### config.mk
export PLATFORM = sky130hd
export DESIGN_NAME = uart_frame_decoder
export DESIGN_NICKNAME = d
export VERILOG_FILES = /design/src/rtl/uart_frame_decoder.sv
export SDC_FILE = /design/constraint.sdc
export NUM_CORES = 1
export LEC_CHECK = 0
export CORE_AREA = 2 2 87 109
export DETAILED_ROUTE_END_ITERATION = 16
export DIE_AREA = 0 0 89 111
export PLACE_DENSITY = 0.65
export SLEW_MARGIN = 20
export SYNTH_ARGS = -nofsm -noshare
export SYNTH_HDL_FRONTEND = slang
export SYNTH_SLANG_ARGS = --single-unit
### constraint.sdc
create_clock -name CLOCK_50 -period 3.2 [get_ports CLOCK_50]
set_clock_uncertainty 0.15 [all_clocks]
set_input_delay 0.64 -clock CLOCK_50 [delete_from_list [all_inputs] [get_ports CLOCK_50]]
set_output_delay 0.64 -clock CLOCK_50 [all_outputs]
set_load 0.03 [all_outputs]
### src/rtl/uart_frame_decoder.sv
// uart_frame_decoder: recovers SYNC/LEN/payload/CHK frames from a uart_rx byte stream.
// A valid frame is presented with a valid/ready handshake. While a frame is
// presented, the decoder holds off uart_rx. Rejected frames are counted and
// classified. An inter-byte watchdog abandons frames that stall part-way through.
module uart_frame_decoder #(
  parameter logic [7:0] SYNC_BYTE      = 8'hAA,
  parameter int         MAX_PAYLOAD    = 4,
  parameter int         TIMEOUT_CYCLES = 50_000_000/9600*20,
  parameter int         LW             = $clog2(MAX_PAYLOAD+1)
) (
  input  logic                     CLOCK_50,
  input  logic                     reset,
  input  logic [7:0]               rx_byte,
  input  logic                     rx_valid,
  output logic                     rx_ready,
  output logic [8*MAX_PAYLOAD-1:0] frame_data,
  output logic [LW-1:0]            frame_len,
  output logic                     frame_valid,
  input  logic                     frame_ready,
  output logic [7:0]               err_count,
  output logic [1:0]               last_err
);

  localparam int            TW       = $clog2(TIMEOUT_CYCLES+1);
  localparam logic [TW-1:0] TMO_LAST = TW'(TIMEOUT_CYCLES-1);
  localparam logic [1:0]    ERR_LEN  = 2'd1;
  localparam logic [1:0]    ERR_CHK  = 2'd2;
  localparam logic [1:0]    ERR_TMO  = 2'd3;

  typedef enum logic [2:0] {
    ST_HUNT    = 3'd0,
    ST_LEN     = 3'd1,
    ST_PAYLOAD = 3'd2,
    ST_CHECK   = 3'd3,
    ST_OUT     = 3'd4
  } state_t;

  state_t                   state_r;
  logic [8*MAX_PAYLOAD-1:0] frame_data_r;
  logic [LW-1:0]            frame_len_r;
  logic [LW-1:0]            idx_r;
  logic [7:0]               chk_r;
  logic [TW-1:0]            tmo_cnt_r;
  logic [7:0]               err_count_r;
  logic [1:0]               last_err_r;
  logic                     frame_valid_r;
  logic                     rx_ready_r;
  logic                     rx_acc_s;

  // Saturating increment so the error counter never wraps past 255.
  function automatic logic [7:0] sat_inc(input logic [7:0] v);
    return (v == 8'hFF) ? 8'hFF : (v + 8'd1);
  endfunction

  assign rx_acc_s    = rx_valid & rx_ready_r;
  assign rx_ready    = rx_ready_r;
  assign frame_data  = frame_data_r;
  assign frame_len   = frame_len_r;
  assign frame_valid = frame_valid_r;
  assign err_count   = err_count_r;
  assign last_err    = last_err_r;

  // Frame FSM: parsing, payload capture, checksum, watchdog, error logging and output handshake.
  always_ff @(posedge CLOCK_50) begin
    if (reset) begin
      state_r       <= ST_HUNT;
      frame_data_r  <= {(8*MAX_PAYLOAD){1'b0}};
      frame_len_r   <= {LW{1'b0}};
      idx_r         <= {LW{1'b0}};
      chk_r         <= 8'h00;
      tmo_cnt_r     <= {TW{1'b0}};
      err_count_r   <= 8'h00;
      last_err_r    <= 2'd0;
      frame_valid_r <= 1'b0;
      rx_ready_r    <= 1'b1;
    end else begin
      case (state_r)
        ST_HUNT: begin
          tmo_cnt_r <= {TW{1'b0}};
          if (rx_acc_s && (rx_byte == SYNC_BYTE)) begin
            state_r <= ST_LEN;
          end
        end

        ST_LEN, ST_PAYLOAD, ST_CHECK: begin
          if (rx_acc_s) begin
            // A byte arriving on the expiry cycle wins over the watchdog.
            tmo_cnt_r <= {TW{1'b0}};
            case (state_r)
              ST_LEN: begin
                if ((rx_byte != 8'd0) && (rx_byte <= 8'(MAX_PAYLOAD))) begin
                  frame_data_r <= {(8*MAX_PAYLOAD){1'b0}};
                  frame_len_r  <= rx_byte[LW-1:0];
                  idx_r        <= {LW{1'b0}};
                  chk_r        <= rx_byte;
                  state_r      <= ST_PAYLOAD;
                end else begin
                  // The bad length byte is consumed, not re-tried as a sync byte.
                  err_count_r <= sat_inc(err_count_r);
                  last_err_r  <= ERR_LEN;
                  state_r     <= ST_HUNT;
                end
              end
              ST_PAYLOAD: begin
                for (int i = 0; i < MAX_PAYLOAD; i++) begin
                  if (idx_r == LW'(i)) begin
                    frame_data_r[8*i +: 8] <= rx_byte;
                  end
                end
                chk_r <= chk_r ^ rx_byte;
                idx_r <= idx_r + LW'(1);
                if (idx_r == (frame_len_r - LW'(1))) begin
                  state_r <= ST_CHECK;
                end
              end
              ST_CHECK: begin
                if (rx_byte == chk_r) begin
                  frame_valid_r <= 1'b1;
                  rx_ready_r    <= 1'b0;
                  state_r       <= ST_OUT;
                end else begin
                  err_count_r <= sat_inc(err_count_r);
                  last_err_r  <= ERR_CHK;
                  state_r     <= ST_HUNT;
                end
              end
              default: begin
                state_r <= ST_HUNT;
              end
            endcase
          end else if (tmo_cnt_r >= TMO_LAST) begin
            tmo_cnt_r   <= {TW{1'b0}};
            err_count_r <= sat_inc(err_count_r);
            last_err_r  <= ERR_TMO;
            state_r     <= ST_HUNT;
          end else begin
            tmo_cnt_r <= tmo_cnt_r + TW'(1);
          end
        end

        ST_OUT: begin
          tmo_cnt_r <= {TW{1'b0}};
          if (frame_ready) begin
            frame_valid_r <= 1'b0;
            rx_ready_r    <= 1'b1;
            state_r       <= ST_HUNT;
          end
        end

        default: begin
          state_r       <= ST_HUNT;
          frame_valid_r <= 1'b0;
          rx_ready_r    <= 1'b1;
          tmo_cnt_r     <= {TW{1'b0}};
        end
      endcase
    end
  end

endmodule
==> flow_summary.toml, run 1 <==
[status]
outcome = "finished, final reports clean"

[timing]
rsz0062_at_grt = "false"
worstMarginPinSlew_ns = 0.7191
fin_crit_ns = 2.786
setup_tns_ns = 0
setup_viol = 0
slew_headroom_pct = 51.96
maxSlewViolCount = 0
period_share_pct = 87.05
hold_viol = 0
fmax_mhz = 359.0
whs_ns = 0.3162

[synth]
ys_types = 55
yosysWarnings = 0
syn_inst = 423
synth_top_cell_by_area = "dfxtp_1"
synthTopCellsByCount = "nor2_1 (80), dfxtp_1 (78), mux2i_1 (34)"
synth.cell_area_sq_um = 3800
synth_nets = 443
yosys_register_bits = 78
yosysSeqAreaShare_pct = 41.09
synth_edf_count = 0
syn_area_per_cell_sq_um = 8.983
synth_top_area_share_pct = 41.09
yosys-top-cells-area = "dfxtp_1 (41%), mux2i_1 (9.0%), nor2_1 (7.9%), xor2_1 (3.2%), xnor2_1 (2.8%)"
synth_most_common_cell = "nor2_1"
synthArstFlopShare_pct = 0
synth_ff_type = "dfxtp_1"

[worst_setup_path]
cp_slowest_cell = "clkdlybuf4s50_1"
startpoint_type = "primary input"
worstSetupPathType = "primary input to flop"
critical_path_required_ns = 3.27
slowest_delay_ns = 0.50
crit_cells = 8
critPathCaptureType = "flop"
crit_chain = "clkdlybuf4s50_1 > or3b_4 > a2111o_1 > buf_4 > a211oi_4 > buf_12 > mux2i_1 > nor2_1"
crit_arrival_ns = 2.85
path_max_fanout = 8
crit_buf_inv = 3
critPathTopFamily = "buffers and inverters"
r2r_cells = 7
rrSetupSlack_ns = 0.81

[pwr]
irDropWorstVdd_mv = 0.2725
total_leakage_power_nw = 1.671
p_per_area_nw_per_um2 = 429.6

[clock_network]
clk_latency_ns = 0.35
cts_hold_buf = 0
clock-sinks = 78
ctsResizeCount = 0
cts_tree = "built"
cts_buffers = 9
htreeDepth = 3
cts_root_buffer = "clkbuf_16"
post_cts_buffers = 0
path_clk_slew_ns = 0.06
clockBufferDepth = 2

[route]
drtIter0Drc = 167
wl_per_cell_um = 15.21
antenna_left = 0
dr.pass1.iters = 4
vias_per_cell = 5.356
drcViolationCount = 0
finalWirelength_um = 9520
vias = 3353

[min_path]
hold_class = "flop to flop"
worstHoldPathCells = 1

[global_route]
grt_max_degree = 47
grt_pass1_wl_um = 15900
antenna_found_initial = 0
grt_usage_pct = 20.32
overflow = 0
grt_pass1_vias = 3351

[cells_and_area]
syn_to_final_growth_pct = 30.95
drive_above_1_share_pct = 10.54
fillers = 844
utilization_pct = 55.42
n_antenna_cell = 0
fin_nets = 518

[die]
die-area_sq_um = 9879
fp.dieW_um = 89
initial_utilization_pct = 42.32
core_area_sq_um = 8979
die_h_um = 111
row_count = 39
io-pin-count = 59

[place]
portBuffers = 58
gp_congestion = 0.8367
hpwl_um = 6738

[job]
cap_violations = 0
## report_power, final
part / switching [mW] / internal (mW) / total [mW]
combinational: 0.0442 / 0.0314 / 0.0755
sequential: 0.000144 / 0.971 / 0.971
clock: 0.406 / 0.685 / 1.09
total: 0.451 / 1.69 / 2.14
## metrics by stage
stage | std cells | cell area [sq um] | setup WS [ns] | power [mW]
floorplan | 423 | 3800 | 0.4147 | 1.027
global placement | 610 | 4659 | 0.07489 | 1.067
detailed placement | 610 | 4659 | 0.04266 | 1.068
CTS | 626 | 4976 | 0.4057 | 2.156
global route | 626 | 4976 | 0.3088 | 2.197
finish | 626 | 4976 | 0.4143 | 2.138
## worst reg2reg max path: stages (launching register included)
cell,delay (ns)
dfxtp_1,0.43
or3_1,0.44
buf_4,0.16
a2111oi_4,0.41
or3_1,0.22
nor3_2,0.06
buf_4,0.17
a211oi_1,0.26
## routing by layer
metal / global-route usage (%) / routed length (um)
met1: 25.93 / 4360
met2: 31.89 / 4510
met3: 4.914 / 453
met4: 9.453 / 195
met5: 0 / 0
## layout make-up
cell class                 count  area (sq um)  share of cell area (%)
sequential                    78          1562                   31.38
inverter                       9         33.78                  0.6789
timing repair buffer          87         818.3                   16.44
clock inverter                 5         83.83                   1.685
clock buffer                  11         232.7                   4.677
tap                          123         153.9                   3.093
multi-input combinational    313          2092                   42.04
## sequential cells by signal, summed over array words and instances (netlist names)
signal       cells
err_count        8
state_r          3
tmo_cnt_r       17
last_err         2
idx_r            3
frame_len        3
chk_r            8
rx_ready         1
frame_data      32
frame_valid      1
## kinds of logic (layout without fill, tap and decap cells)
logic type / Yosys count / in the layout / synth area share [%]
xor+xnor: 26 / 26 / 5.993
compound gates: 73 / 73 / 14.82
flops: 78 / 78 / 41.09
mux: 34 / 34 / 8.956
fa+ha+maj: 8 / 8 / 2.634
buf+inv: 32 / 112 / 3.852
simple gates: 172 / 172 / 22.65
## placed cells by master (no fill, tap or decap), types with 10 or more instances in the layout
cell type	instances
xnor2_1	12
o21ai_1	11
nor2_1	80
dfxtp_1	78
xor2_1	14
a21oi_1	12
a31oi_1	12
mux2i_1	34
clkdlybuf4s50_1	57
nand2_1	13
buf_4	27
nand3_1	16
and3_1	16
a211oi_1	10
## final timing paths
path | from | to
worst max-delay path | rx_byte[2] | frame_data[13]
worst max register to register | state_r[2] | err_count[3]
worst min-delay path | tmo_cnt_r[0] | tmo_cnt_r[0]
worst min register to register | tmo_cnt_r[0] | tmo_cnt_r[0]
(Power assumes the default switching activity.)
==> inputs of run 2 (changes only) <==
--- a/config.mk
+++ b/config.mk
@@ -8,7 +8,7 @@
 export CORE_AREA = 2 2 87 109
 export DETAILED_ROUTE_END_ITERATION = 16
 export DIE_AREA = 0 0 89 111
-export PLACE_DENSITY = 0.65
+export PLACE_DENSITY = 0.66
 export SLEW_MARGIN = 20
 export SYNTH_ARGS = -nofsm -noshare
 export SYNTH_HDL_FRONTEND = slang
==> flow_summary.toml, run 2 (synthesis gave the netlist of run 1 again) <==
[worst_setup_path]
crit_top_cell = "buf_4"
startpoint_type = "primary input"
slowest_delay_ns = 0.52
crit_chain = "clkdlybuf4s50_1 > or3b_4 > a2111o_1 > buf_4 > a211oi_4 > buf_4 > mux2i_1 > nor2_1"
path_max_fanout = 6
worstSetupPathType = "primary input to flop"
critPathTopFamily = "buffers and inverters"
crit_arrival_ns = 2.88
critical_path_required_ns = 3.26
cp_slowest_cell = "clkdlybuf4s50_1"
r2r_cells = 7
crit_buf_inv = 3
critPathCaptureType = "flop"
rrSetupSlack_ns = 0.85
crit_cells = 8

[clock_network]
post_cts_buffers = 0
htreeDepth = 3
ctsResizeCount = 0
clockBufferDepth = 2
cts_hold_buf = 0
cts_root_buffer = "clkbuf_16"
path_clk_slew_ns = 0.07
clock-sinks = 78
clk_latency_ns = 0.33
cts_tree = "built"
cts_buffers = 9

[pwr]
power_frac_comb_pct = 3.7
power.internal_mw = 1.536
p_total_mw = 2.012
p_per_area_nw_per_um2 = 407.1
seqPwrFrac_pct = 48.3
total_leakage_power_nw = 1.663
p_switching_mw = 0.4758
clock_power_share_pct = 48.0
p_sw_share_pct = 23.65
irDropWorstVdd_mv = 0.3106

[cells_and_area]
fin_nets = 518
n_antenna_cell = 0
fillers = 853
final_cell_mix = "nor2_1 (80), dfxtp_1 (78), clkdlybuf4s50_1 (57)"
seqCellArea_sq_um = 1562
drive_above_1_share_pct = 10.93
largest_reg_flops = 32
final_common_cell = "nor2_1"
multi_input_area_sq_um = 2092
fin_area_sq_um = 4941
syn_to_final_growth_pct = 30.03

[global_route]
grt_pass1_wl_um = 15950
grt_pass1_vias = 3287
antenna_found_initial = 0
overflow = 0
grt_usage_pct = 20.37
grt_max_degree = 40

[min_path]
worstHoldPathCells = 1
hold_class = "flop to flop"

[die]
die-area_sq_um = 9879
initial_utilization_pct = 42.32
core_area_sq_um = 8979
row_count = 39
die_h_um = 111
fp.dieW_um = 89
io-pin-count = 59

[timing]
setup_slack_ns = 0.3840
fin_crit_ns = 2.816
maxSlewViolCount = 0
worstMarginPinSlew_ns = 0.7415
period_share_pct = 88.00
hold_viol = 0
slew_headroom_pct = 50.47
setup_tns_ns = 0
whs_ns = 0.3188
setup_viol = 0
fmax_mhz = 355.1
rsz0062_at_grt = "false"

[place]
gp_congestion = 0.8361
hpwl_um = 7033
place_ws_ns = 0.04568
portBuffers = 58
placed_cell_area_sq_um = 4659

[route]
vias = 3405
met3_wirelength_um = 398
antenna_left = 0
drtIter0Drc = 133
dr.pass1.iters = 4
wl_met2_um = 4763
vias_per_cell = 5.439
highest_layer = "met4"
met1Wirelength_um = 4251
finalWirelength_um = 9593
drcViolationCount = 0
wl_per_cell_um = 15.32

[status]
outcome = "finished, final reports clean"

[job]
cap_violations = 0
[run 2: metal layers]
metal | vias up | GRT usage (%)
met5 | - | 0
met4 | 0 | 7.363
met3 | 19 | 4.765
met2 | 90 | 32.84
met1 | 1623 | 26.25
li1 | 1673 | -
[run 2: stage by stage]
step | instances | util (%)
floorplan | 423 | -
global placement | 610 | 51.90
detailed placement | 610 | 51.90
CTS | 626 | 55.03
global route | 626 | 55.03
finish | 626 | 55.03
[run 2: final timing paths]
kind,startpoint,end
setup / recovery,rx_byte[2],frame_data[14]
hold / removal,tmo_cnt_r[0],tmo_cnt_r[0]
setup reg to reg,state_r[0],frame_data[14]
hold reg to reg,tmo_cnt_r[0],tmo_cnt_r[0]
[run 2: worst reg2reg max path, cell delays in order (launching register included)]
cell and delay (ns):
dfxtp_1 0.52, inv_1 0.23, a2111o_1 0.42, buf_4 0.19, a211oi_4 0.26, buf_4 0.20
mux2i_1 0.21, nor2_1 0.06
[run 2: cell type report]
class / instances / area share, %
Sequential cell: 78 / 31.60
Clock inverter: 7 / 1.140
Multi-Input combinational cell: 313 / 42.34
Timing Repair Buffer: 87 / 16.56
Inverter: 9 / 0.6837
Tap cell: 123 / 3.115
Clock buffer: 9 / 4.558
[run 2: power groups by stage]
stage	Clock, mW	Sequential (mW)	Combinational [mW]
after global routing	1.03	0.970	0.0802
after detailed placement	0	0.993	0.0742
after global placement	0	0.993	0.0735
final	0.966	0.971	0.0747
after floorplan	0	0.993	0.0346
after CTS	0.981	0.971	0.0746
==> inputs of run 3 (changes only) <==
--- a/config.mk
+++ b/config.mk
@@ -6,6 +6,8 @@
 export NUM_CORES = 1
 export LEC_CHECK = 0
 export CORE_AREA = 2 2 87 109
+export CTS_BUF_LIST = sky130_fd_sc_hd__clkbuf_2
+export CTS_CLUSTER_SIZE = 14
 export DETAILED_ROUTE_END_ITERATION = 16
 export DIE_AREA = 0 0 89 111
 export PLACE_DENSITY = 0.66
==> flow_summary.toml, run 3 (synthesis gave the netlist of run 1 again) <==
[status]
outcome = "finished, final reports clean"

[timing]
fin_crit_ns = 2.548
setup_viol = 0
whs_ns = 0.3348
hold_viol = 0
worstMarginPinSlew_ns = 0.7093
slew_headroom_pct = 52.62
maxSlewViolCount = 0
rsz0062_at_grt = "false"
setup_tns_ns = 0
fmax_mhz = 392.4
period_share_pct = 79.64

[clock_network]
clk_latency_ns = 0.56
clockBufferDepth = 2
cts_root_buffer = "clkbuf_2"
cts_buffers = 9
clock-sinks = 78
cts_tree = "built"
cts_hold_buf = 0
path_clk_slew_ns = 0.24
ctsResizeCount = 0
htreeDepth = 3
post_cts_buffers = 0

[route]
antenna_left = 0
finalWirelength_um = 9557
dr.pass1.iters = 4
vias_per_cell = 5.442
vias = 3407
drcViolationCount = 0
wl_per_cell_um = 15.27
drtIter0Drc = 138

[global_route]
overflow = 0
antenna_found_initial = 0
grt_usage_pct = 20.44
grt_pass1_vias = 3264
grt_pass1_wl_um = 15920
grt_max_degree = 40

[cells_and_area]
utilization_pct = 53.02
final_cell_mix = "nor2_1 (80), dfxtp_1 (78), clkdlybuf4s50_1 (57)"
final_common_cell = "nor2_1"
fin_nets = 518
largest_reg_flops = 32
syn_to_final_growth_pct = 25.29
n_antenna_cell = 0
drive_above_1_share_pct = 10.93

[place]
gp_congestion = 0.8361
hpwl_um = 7033
portBuffers = 58

[worst_setup_path]
crit_arrival_ns = 1.76
worstSetupPathType = "flop to output pin"
startpoint_type = "flop"
crit_buf_inv = 1
critPathCaptureType = "output pin"
critPathTopFamily = "buffers and inverters"
path_max_fanout = 6
rrSetupSlack_ns = 0.82
cp_slowest_cell = "clkdlybuf4s50_1"
crit_chain = "clkdlybuf4s50_1"
slowest_delay_ns = 0.71
critical_path_required_ns = 2.41

[die]
row_count = 39
initial_utilization_pct = 42.32
fp.dieW_um = 89
io-pin-count = 59
die-area_sq_um = 9879
core_area_sq_um = 8979
die_h_um = 111

[pwr]
total_leakage_power_nw = 1.589
p_per_area_nw_per_um2 = 326.2
irDropWorstVdd_mv = 0.2552

[job]
cap_violations = 0

[min_path]
hold_class = "primary input to flop"
## run 3: cell count changes in the layout (fill, tap and decap cells not counted)
cell / delta
clkbuf_16: -9
clkbuf_2: +9
## run 3: final cells by class
cell class              count  area [sq um]
repair buffers             87         818.3
inverters                   9         33.78
well taps                 123         153.9
clock inverters             7         56.30
multi-input cells         313          2092
flip-flops and latches     78          1562
fillers                   877          4218
clock buffers               9         45.04
## run 3: layer usage
layer	share of wire [%]	up-vias	global-route usage (%)
met5	0	-	0
met4	1.8	0	6.866
met3	4.9	17	5.436
met2	49	87	32.79
met1	44	1631	26.35
li1	-	1672	-
## run 3: worst paths after layout
kind | startpoint | to | cells past startpoint
worst min register to register | frame_valid | frame_valid | 2
worst min-delay path | reset | idx_r[2] | 2
worst max-delay path | err_count[5] | err_count[5] | 1
worst max register to register | tmo_cnt_r[0] | tmo_cnt_r[1] | 6
## run 3: stage by stage
step / total power, mW / setup slack, ns / std cells / cell area (sq um)
final: 1.553 / 0.6515 / 626 / 4761
after global routing: 1.615 / 0.5414 / 626 / 4761
after CTS: 1.567 / 0.6285 / 626 / 4761
after detailed placement: 1.067 / 0.04568 / 610 / 4659
after global placement: 1.066 / 0.08563 / 610 / 4659
after floorplan: 1.027 / 0.4147 / 423 / 3800
## run 3: report_power, final
group | leakage [nW] | switching (mW) | internal (mW) | total, mW
combinational | 0.898 | 0.0436 | 0.0306 | 0.0742
clock | 0.0633 | 0.392 | 0.112 | 0.504
sequential | 0.628 | 0.000151 | 0.974 | 0.975
total | 1.59 | 0.436 | 1.12 | 1.55
